## src/rtl/hvac_seq_pkg.sv

```systemverilog
// Shared state codes and default timing constants for the HVAC relay sequencer.
// Optional build macro used by the sequencer: HVAC_SEQ_MAXRUN_EN.
package hvac_seq_pkg;

  localparam int HVAC_STATE_W = 3;

  typedef enum logic [HVAC_STATE_W-1:0] {
    ST_IDLE     = 3'd0,
    ST_HEAT     = 3'd1,
    ST_COOL     = 3'd2,
    ST_LOCKOUT  = 3'd3,
    ST_SHUTDOWN = 3'd4
  } hvac_state_t;

  localparam int DEF_CNT_W   = 8;
  localparam int DEF_MIN_ON  = 4;
  localparam int DEF_MIN_OFF = 3;
  localparam int DEF_MAX_RUN = 10;

  function automatic logic is_run_state(input logic [HVAC_STATE_W-1:0] s);
    return (s == ST_HEAT) || (s == ST_COOL);
  endfunction

endpackage

```

## src/rtl/hvac_sequencer_if.sv

```systemverilog
// Request/relay bundle between the home-control side (master) and the sequencer (slave).
interface hvac_sequencer_if;
  import hvac_seq_pkg::*;

  logic                    tick;
  logic                    heat_req;
  logic                    cool_req;
  logic                    alarm;
  logic                    heater_en;
  logic                    cooler_en;
  logic [HVAC_STATE_W-1:0] status;
  logic                    run_limit;

  modport master (
    output tick, heat_req, cool_req, alarm,
    input  heater_en, cooler_en, status, run_limit
  );

  modport slave (
    input  tick, heat_req, cool_req, alarm,
    output heater_en, cooler_en, status, run_limit
  );

endinterface

```

## src/rtl/hvac_tick_cnt.sv

```systemverilog
// Saturating time-base tick counter; a clear always wins over an increment.
module hvac_tick_cnt #(
  parameter int CNT_W = 8
) (
  input  logic             Clk,
  input  logic             Rst,
  input  logic             clr,
  input  logic             inc,
  output logic [CNT_W-1:0] cnt
);

  always_ff @(posedge Clk) begin
    if (Rst) begin
      cnt <= '0;
    end else if (clr) begin
      cnt <= '0;
    end else if (inc && (cnt != {CNT_W{1'b1}})) begin
      cnt <= cnt + CNT_W'(1);
    end
  end

endmodule

```

## src/rtl/hvac_sequencer.sv

```systemverilog
// Heater/cooler relay sequencer: mutual exclusion, min-on / lockout timing, fire-alarm shutdown.
// Build macro HVAC_SEQ_MAXRUN_EN adds a maximum continuous run limit with a run_limit pulse.
module hvac_sequencer
  import hvac_seq_pkg::*;
#(
  parameter int CNT_W   = DEF_CNT_W,
  parameter int MIN_ON  = DEF_MIN_ON,
  parameter int MIN_OFF = DEF_MIN_OFF,
  parameter int MAX_RUN = DEF_MAX_RUN
) (
  input logic             Clk,
  input logic             Rst,
  hvac_sequencer_if.slave bus
);

  localparam logic [HVAC_STATE_W-1:0] S_IDLE     = ST_IDLE;
  localparam logic [HVAC_STATE_W-1:0] S_HEAT     = ST_HEAT;
  localparam logic [HVAC_STATE_W-1:0] S_COOL     = ST_COOL;
  localparam logic [HVAC_STATE_W-1:0] S_LOCKOUT  = ST_LOCKOUT;
  localparam logic [HVAC_STATE_W-1:0] S_SHUTDOWN = ST_SHUTDOWN;

  localparam logic [CNT_W-1:0] MIN_ON_C  = CNT_W'(MIN_ON);
  localparam logic [CNT_W-1:0] MIN_OFF_C = CNT_W'(MIN_OFF);
  localparam logic [CNT_W-1:0] MAX_RUN_C = CNT_W'(MAX_RUN);

  logic [HVAC_STATE_W-1:0] state;
  logic [HVAC_STATE_W-1:0] state_next;
  logic [CNT_W-1:0]        cnt;
  logic                    min_on_met;
  logic                    min_off_met;
  logic                    state_change;

`ifdef HVAC_SEQ_MAXRUN_EN
  logic max_run_hit;
  logic cap_hit;
  logic run_limit_q;

  assign max_run_hit = (cnt >= MAX_RUN_C);
`else
  logic unused_max_run;

  assign unused_max_run = ^MAX_RUN_C;
`endif

  assign min_on_met   = (cnt >= MIN_ON_C);
  assign min_off_met  = (cnt >= MIN_OFF_C);
  assign state_change = (state_next != state);

  // Counter restarts on every state change, so cnt always measures time spent in the current state.
  hvac_tick_cnt #(
    .CNT_W (CNT_W)
  ) u_tick_cnt (
    .Clk (Clk),
    .Rst (Rst),
    .clr (state_change),
    .inc (bus.tick),
    .cnt (cnt)
  );

  // Alarm preempts everything; a running relay only reaches the other mode via LOCKOUT and IDLE.
  always_comb begin
    state_next = state;
`ifdef HVAC_SEQ_MAXRUN_EN
    cap_hit = 1'b0;
`endif
    if (bus.alarm) begin
      state_next = S_SHUTDOWN;
    end else begin
      case (state)
        S_SHUTDOWN: state_next = S_LOCKOUT;
        S_LOCKOUT: begin
          if (min_off_met) state_next = S_IDLE;
        end
        S_IDLE: begin
          if (bus.heat_req && !bus.cool_req) begin
            state_next = S_HEAT;
          end else if (bus.cool_req && !bus.heat_req) begin
            state_next = S_COOL;
          end
        end
        S_HEAT: begin
          if (!bus.heat_req && min_on_met) begin
            state_next = S_LOCKOUT;
`ifdef HVAC_SEQ_MAXRUN_EN
          end else if (max_run_hit) begin
            state_next = S_LOCKOUT;
            cap_hit    = 1'b1;
`endif
          end
        end
        S_COOL: begin
          if (!bus.cool_req && min_on_met) begin
            state_next = S_LOCKOUT;
`ifdef HVAC_SEQ_MAXRUN_EN
          end else if (max_run_hit) begin
            state_next = S_LOCKOUT;
            cap_hit    = 1'b1;
`endif
          end
        end
        default: state_next = S_LOCKOUT;
      endcase
    end
  end

  // Reset lands in LOCKOUT so power-up and mid-run resets both serve a full compressor lockout.
  always_ff @(posedge Clk) begin
    if (Rst) begin
      state <= S_LOCKOUT;
    end else begin
      state <= state_next;
    end
  end

`ifdef HVAC_SEQ_MAXRUN_EN
  always_ff @(posedge Clk) begin
    if (Rst) begin
      run_limit_q <= 1'b0;
    end else begin
      run_limit_q <= cap_hit;
    end
  end

  assign bus.run_limit = run_limit_q && !is_run_state(state) && (state == S_LOCKOUT);
`else
  assign bus.run_limit = 1'b0;
`endif

  assign bus.heater_en = (state == S_HEAT);
  assign bus.cooler_en = (state == S_COOL);
  assign bus.status    = state;

endmodule

```

## src/flat_wrapper.sv

```systemverilog
// flat-port wrapper written by rule: the top's interface ports become plain ports
module hvac_sequencer_flat import hvac_seq_pkg::*;
#(
  parameter int CNT_W   = DEF_CNT_W,
  parameter int MIN_ON  = DEF_MIN_ON,
  parameter int MIN_OFF = DEF_MIN_OFF,
  parameter int MAX_RUN = DEF_MAX_RUN
)
  (Clk, Rst, bus_tick, bus_heat_req, bus_cool_req, bus_alarm, bus_heater_en, bus_cooler_en, bus_status, bus_run_limit);
  hvac_sequencer_if bus_i ();
  input logic Clk;
  input logic Rst;
  input wire logic [$bits(bus_i.tick)-1:0] bus_tick;
  input wire logic [$bits(bus_i.heat_req)-1:0] bus_heat_req;
  input wire logic [$bits(bus_i.cool_req)-1:0] bus_cool_req;
  input wire logic [$bits(bus_i.alarm)-1:0] bus_alarm;
  output wire logic [$bits(bus_i.heater_en)-1:0] bus_heater_en;
  output wire logic [$bits(bus_i.cooler_en)-1:0] bus_cooler_en;
  output wire logic [$bits(bus_i.status)-1:0] bus_status;
  output wire logic [$bits(bus_i.run_limit)-1:0] bus_run_limit;
  assign bus_i.tick = bus_tick;
  assign bus_i.heat_req = bus_heat_req;
  assign bus_i.cool_req = bus_cool_req;
  assign bus_i.alarm = bus_alarm;
  assign bus_heater_en = bus_i.heater_en;
  assign bus_cooler_en = bus_i.cooler_en;
  assign bus_status = bus_i.status;
  assign bus_run_limit = bus_i.run_limit;
  hvac_sequencer #(.CNT_W(CNT_W), .MIN_ON(MIN_ON), .MIN_OFF(MIN_OFF), .MAX_RUN(MAX_RUN)) u_core (.Clk(Clk), .Rst(Rst), .bus(bus_i));
endmodule
```

## config.mk

```make
export PLATFORM = sky130hd
export DESIGN_NAME = hvac_sequencer_flat
export DESIGN_NICKNAME = d
export VERILOG_FILES = /design/src/rtl/hvac_seq_pkg.sv /design/src/rtl/hvac_sequencer_if.sv /design/src/rtl/hvac_tick_cnt.sv /design/src/rtl/hvac_sequencer.sv /design/src/flat_wrapper.sv
export SDC_FILE = /design/constraint.sdc
export NUM_CORES = 1
export LEC_CHECK = 0
export ABC_AREA = 0
export ABC_CLOCK_PERIOD_IN_PS = 3500
export BUFFER_PORTS_ARGS = -buffer_cell sky130_fd_sc_hd__clkbuf_2
export CAP_MARGIN = 20
export CORE_AREA = 5 5 42 44
export DETAILED_ROUTE_END_ITERATION = 10
export DIE_AREA = 0 0 47 49
export PLACE_DENSITY_LB_ADDON = 0.15
export SYNTH_ARGS = -nofsm -noshare
export SYNTH_HDL_FRONTEND = slang
export SYNTH_HIERARCHICAL = 1
export SYNTH_SLANG_ARGS = --single-unit
export TNS_END_PERCENT = 1
```

## constraint.sdc

```tcl
create_clock -name Clk -period 3.5 [get_ports Clk]
set_input_delay 0.7 -clock Clk [delete_from_list [all_inputs] [get_ports Clk]]
set_output_delay 0.7 -clock Clk [all_outputs]
set_load 0.02 [all_outputs]
```

==> results.py <==
metrics = {
    "run_status": {
        "status": "completed",
    },
    "critical_path": {
        "ff2ff_path_depth": 7,
        "worstSetupPathDepth": 7,
        "crit_type": "flop to flop",
        "r2r_slack_ns": 1.41,
        "worstSetupEndpointType": "flop",
        "r2r-start": "u_core/u_tick_cnt/cnt[7]",
        "cpLargestDelayFamily": "simple AND/OR/NAND/NOR gates",
        "worstPathArrival_ns": 2.28,
        "cp-start-kind": "flop",
        "crit_fanout": 7,
        "required_ns": 3.69,
        "path_buf_inv": 0,
        "crit_end": "u_core/u_tick_cnt/cnt[1]",
        "crit_path_start": "u_core/u_tick_cnt/cnt[7]",
        "max_stage_delay_ns": 0.43,
        "worstReg2RegEnd": "u_core/u_tick_cnt/cnt[1]",
        "crit_path_cell_trace": "nor4_4 -> a22o_1 -> a32oi_1 -> o2bb2a_4 -> nor2_1 -> nand2_1 -> mux2i_1",
        "slowest_stage": "nor4_4",
    },
    "cells_and_area": {
        "antenna_cells": 0,
        "nNetsFinal": 104,
        "syn2layout_area_growth_pct": 11.09,
        "drive_gt1_frac": 0.1979,
        "nFillCells": 141,
    },
    "place": {
        "io_buffers": 10,
        "gp_routability_congestion": 0.7823,
        "hpwl_mm": 1.253,
    },
    "clocking": {
        "insertion_delay_ns": 0.26,
        "clkTransAtPathRegs_ns": 0.07,
        "clockRootBuffer": "clkbuf_4",
        "numCtsBuffers": 3,
        "cts_tree": "built",
        "clk_path_buf_depth": 2,
        "cts_setup_buffers": 0,
        "hold_buffers": 0,
        "clock_sinks": 11,
        "post_cts_resized": 0,
        "cts_htree_levels": 1,
    },
    "yosys": {
        "ys_types": 34,
        "synth_edf_count": 0,
        "synthArstFlopShare": 0,
        "synthFlopType": "dfxtp_1",
        "ys_warn_count": 6,
        "syn_area_per_cell_um2": 8.729,
        "syn_nets": 91,
        "syn_area_um2": 733.2,
        "synth_cells": 84,
        "synth_seq_area_share": 0.3003,
        "synth-seq-cells": 11,
    },
    "floorplan": {
        "start_util": 0.5232,
        "die_width_um": 47,
        "die_y_um": 49,
        "fp.coreArea_um2": 1401,
        "placementRows": 14,
        "ios": 12,
        "dieArea_um2": 2303,
    },
    "pwr": {
        "sw_frac_of_total": 0.2787,
        "fin_total_pwr_uw": 263.9,
        "power.internal_uw": 190.3,
        "p_seq_frac": 0.506,
        "switchingPower_uw": 73.53,
        "powerDensity_nw_per_um2": 324.0,
        "comb_power_share": 0.173,
        "vdd_drop_max_mv": 0.2165,
        "p_clk_frac": 0.321,
        "leakage_nw": 0.3283,
    },
    "sta": {
        "final_hold_viol_count": 0,
        "grt_setup_unrepaired": "false",
        "fmax_mhz": 478.1,
        "period_minus_slack_ns": 2.092,
        "slew_violations": 0,
        "skew_ns": 0.0005195,
        "setup_violations": 0,
        "min_period_over_period": 0.5976,
        "fin_tns_setup_ns": 0,
    },
    "global_routing": {
        "grt_remaining_overflow": 0,
        "grt_pass1_vias": 665,
        "grt_pass1_wl_mm": 2.787,
        "grt_use_total": 0.1593,
        "antenna_found_initial": 0,
        "grt_max_degree": 10,
    },
    "run": {
        "maxCapViolCount": 0,
    },
    "min_path": {
        "hold_class": "flop to flop",
        "min_from": "u_core/u_tick_cnt/cnt[1]",
    },
    "drt": {
        "vias": 689,
        "drt-total-wl_mm": 1.617,
        "drc": 0,
        "wl_per_cell_um": 14.44,
        "ant_nets": 0,
        "drt_pre_antenna_iters": 4,
        "drt_iter0_drc": 8,
        "avgViaCountPerCell": 6.152,
    },
}
==> power by group through the flow <==
stage	logic, mW	registers (mW)	clock network, mW
final	0.0456	0.134	0.0847
after global routing	0.0505	0.135	0.0963
after CTS	0.0454	0.134	0.0875
after detailed placement	0.0452	0.137	0
after global placement	0.0441	0.137	0
after floorplan	0.0282	0.138	0
==> worst min path at each step <==
stage	slack, ns	depth (start not counted)	end
finish	0.53	2	u_core/u_tick_cnt/cnt[1]
global route	0.56	2	u_core/u_tick_cnt/cnt[1]
CTS	0.53	2	u_core/u_tick_cnt/cnt[1]
detailed placement	0.52	2	u_core/u_tick_cnt/cnt[0]
global placement	0.50	2	u_core/u_tick_cnt/cnt[1]
floorplan	0.46	2	u_core/u_tick_cnt/cnt[1]
==> cell usage after synthesis (3+ instances only) <==
library cell   n  area, um2
a31oi_1        3      18.77
nor2b_1        3      18.77
mux2i_1        5      50.05
or3_1          3      18.77
a21oi_1        4      20.02
o21ai_0        3      15.01
and3_1         3      18.77
nand4_1        4      25.02
nand3_1        3      15.01
nor3_1         3      15.01
nor2_1         3      11.26
inv_1          4      15.01
dfxtp_1       11      220.2
nand2_1        8      30.03
==> placed cells by master, fill, tap and decap left out, types with 4 or more instances in the layout <==
| master | synthesis | final |
|---|---|---|
| inv_1 | 4 | 4 |
| nand4_1 | 4 | 4 |
| clkbuf_2 | 0 | 10 |
| mux2i_1 | 5 | 5 |
| a21oi_1 | 4 | 4 |
| nand2_1 | 8 | 8 |
| dfxtp_1 | 11 | 11 |
==> cell families after synthesis <==
group / synth area share
xor gates and xnor gates: 0.01195
and+or+nand+nor: 0.3003
other: 0.005115
muxes: 0.06826
adders and majority gates: 0.01706
DFF: 0.3003
AOI/OAI and AO/OA: 0.2560
buffers and inverters: 0.04094
==> cell type report <==
type | count | area (um2) | area share
clock buffers | 4 | 26.28 | 0.03226
inverters | 4 | 15.01 | 0.01843
multi-input cells | 67 | 483.0 | 0.5929
flip-flops and latches | 11 | 220.2 | 0.2704
well taps | 16 | 20.02 | 0.02458
repair buffers | 10 | 50.05 | 0.06144
==> registers in the layout, indices dropped and copies added (netlist names) <==
name / cells
u_core/u_tick_cnt/cnt: 8
u_core/bus.status: 3
==> stage by stage <==
stage,util,area [um2],setup slack [ns],hold WS [ns],instances
global route,0.5813,814.5,1.216,0.5613,112
floorplan,-,733.2,1.372,0.4607,84
global placement,0.5625,788.3,1.264,0.4999,108
detailed placement,0.5625,788.3,1.211,0.5219,108
finish,0.5813,814.5,1.408,0.5287,112
CTS,0.5813,814.5,1.419,0.5344,112
==> worst register-to-register path, delay by kind of cell (launching register included) <==
family,cells,cell delay (ns)
AOI/OAI and AO/OA,3,0.59
DFF,1,0.39
muxes,1,0.15
and+or+nand+nor,3,0.91
==> per-layer routing <==
layer  wire length, um  global-route usage
met5                 0                   0
met4                13             0.04147
met3                83             0.03321
met2               798              0.2624
met1               722              0.2026
Power figures use the tool's default switching activity.
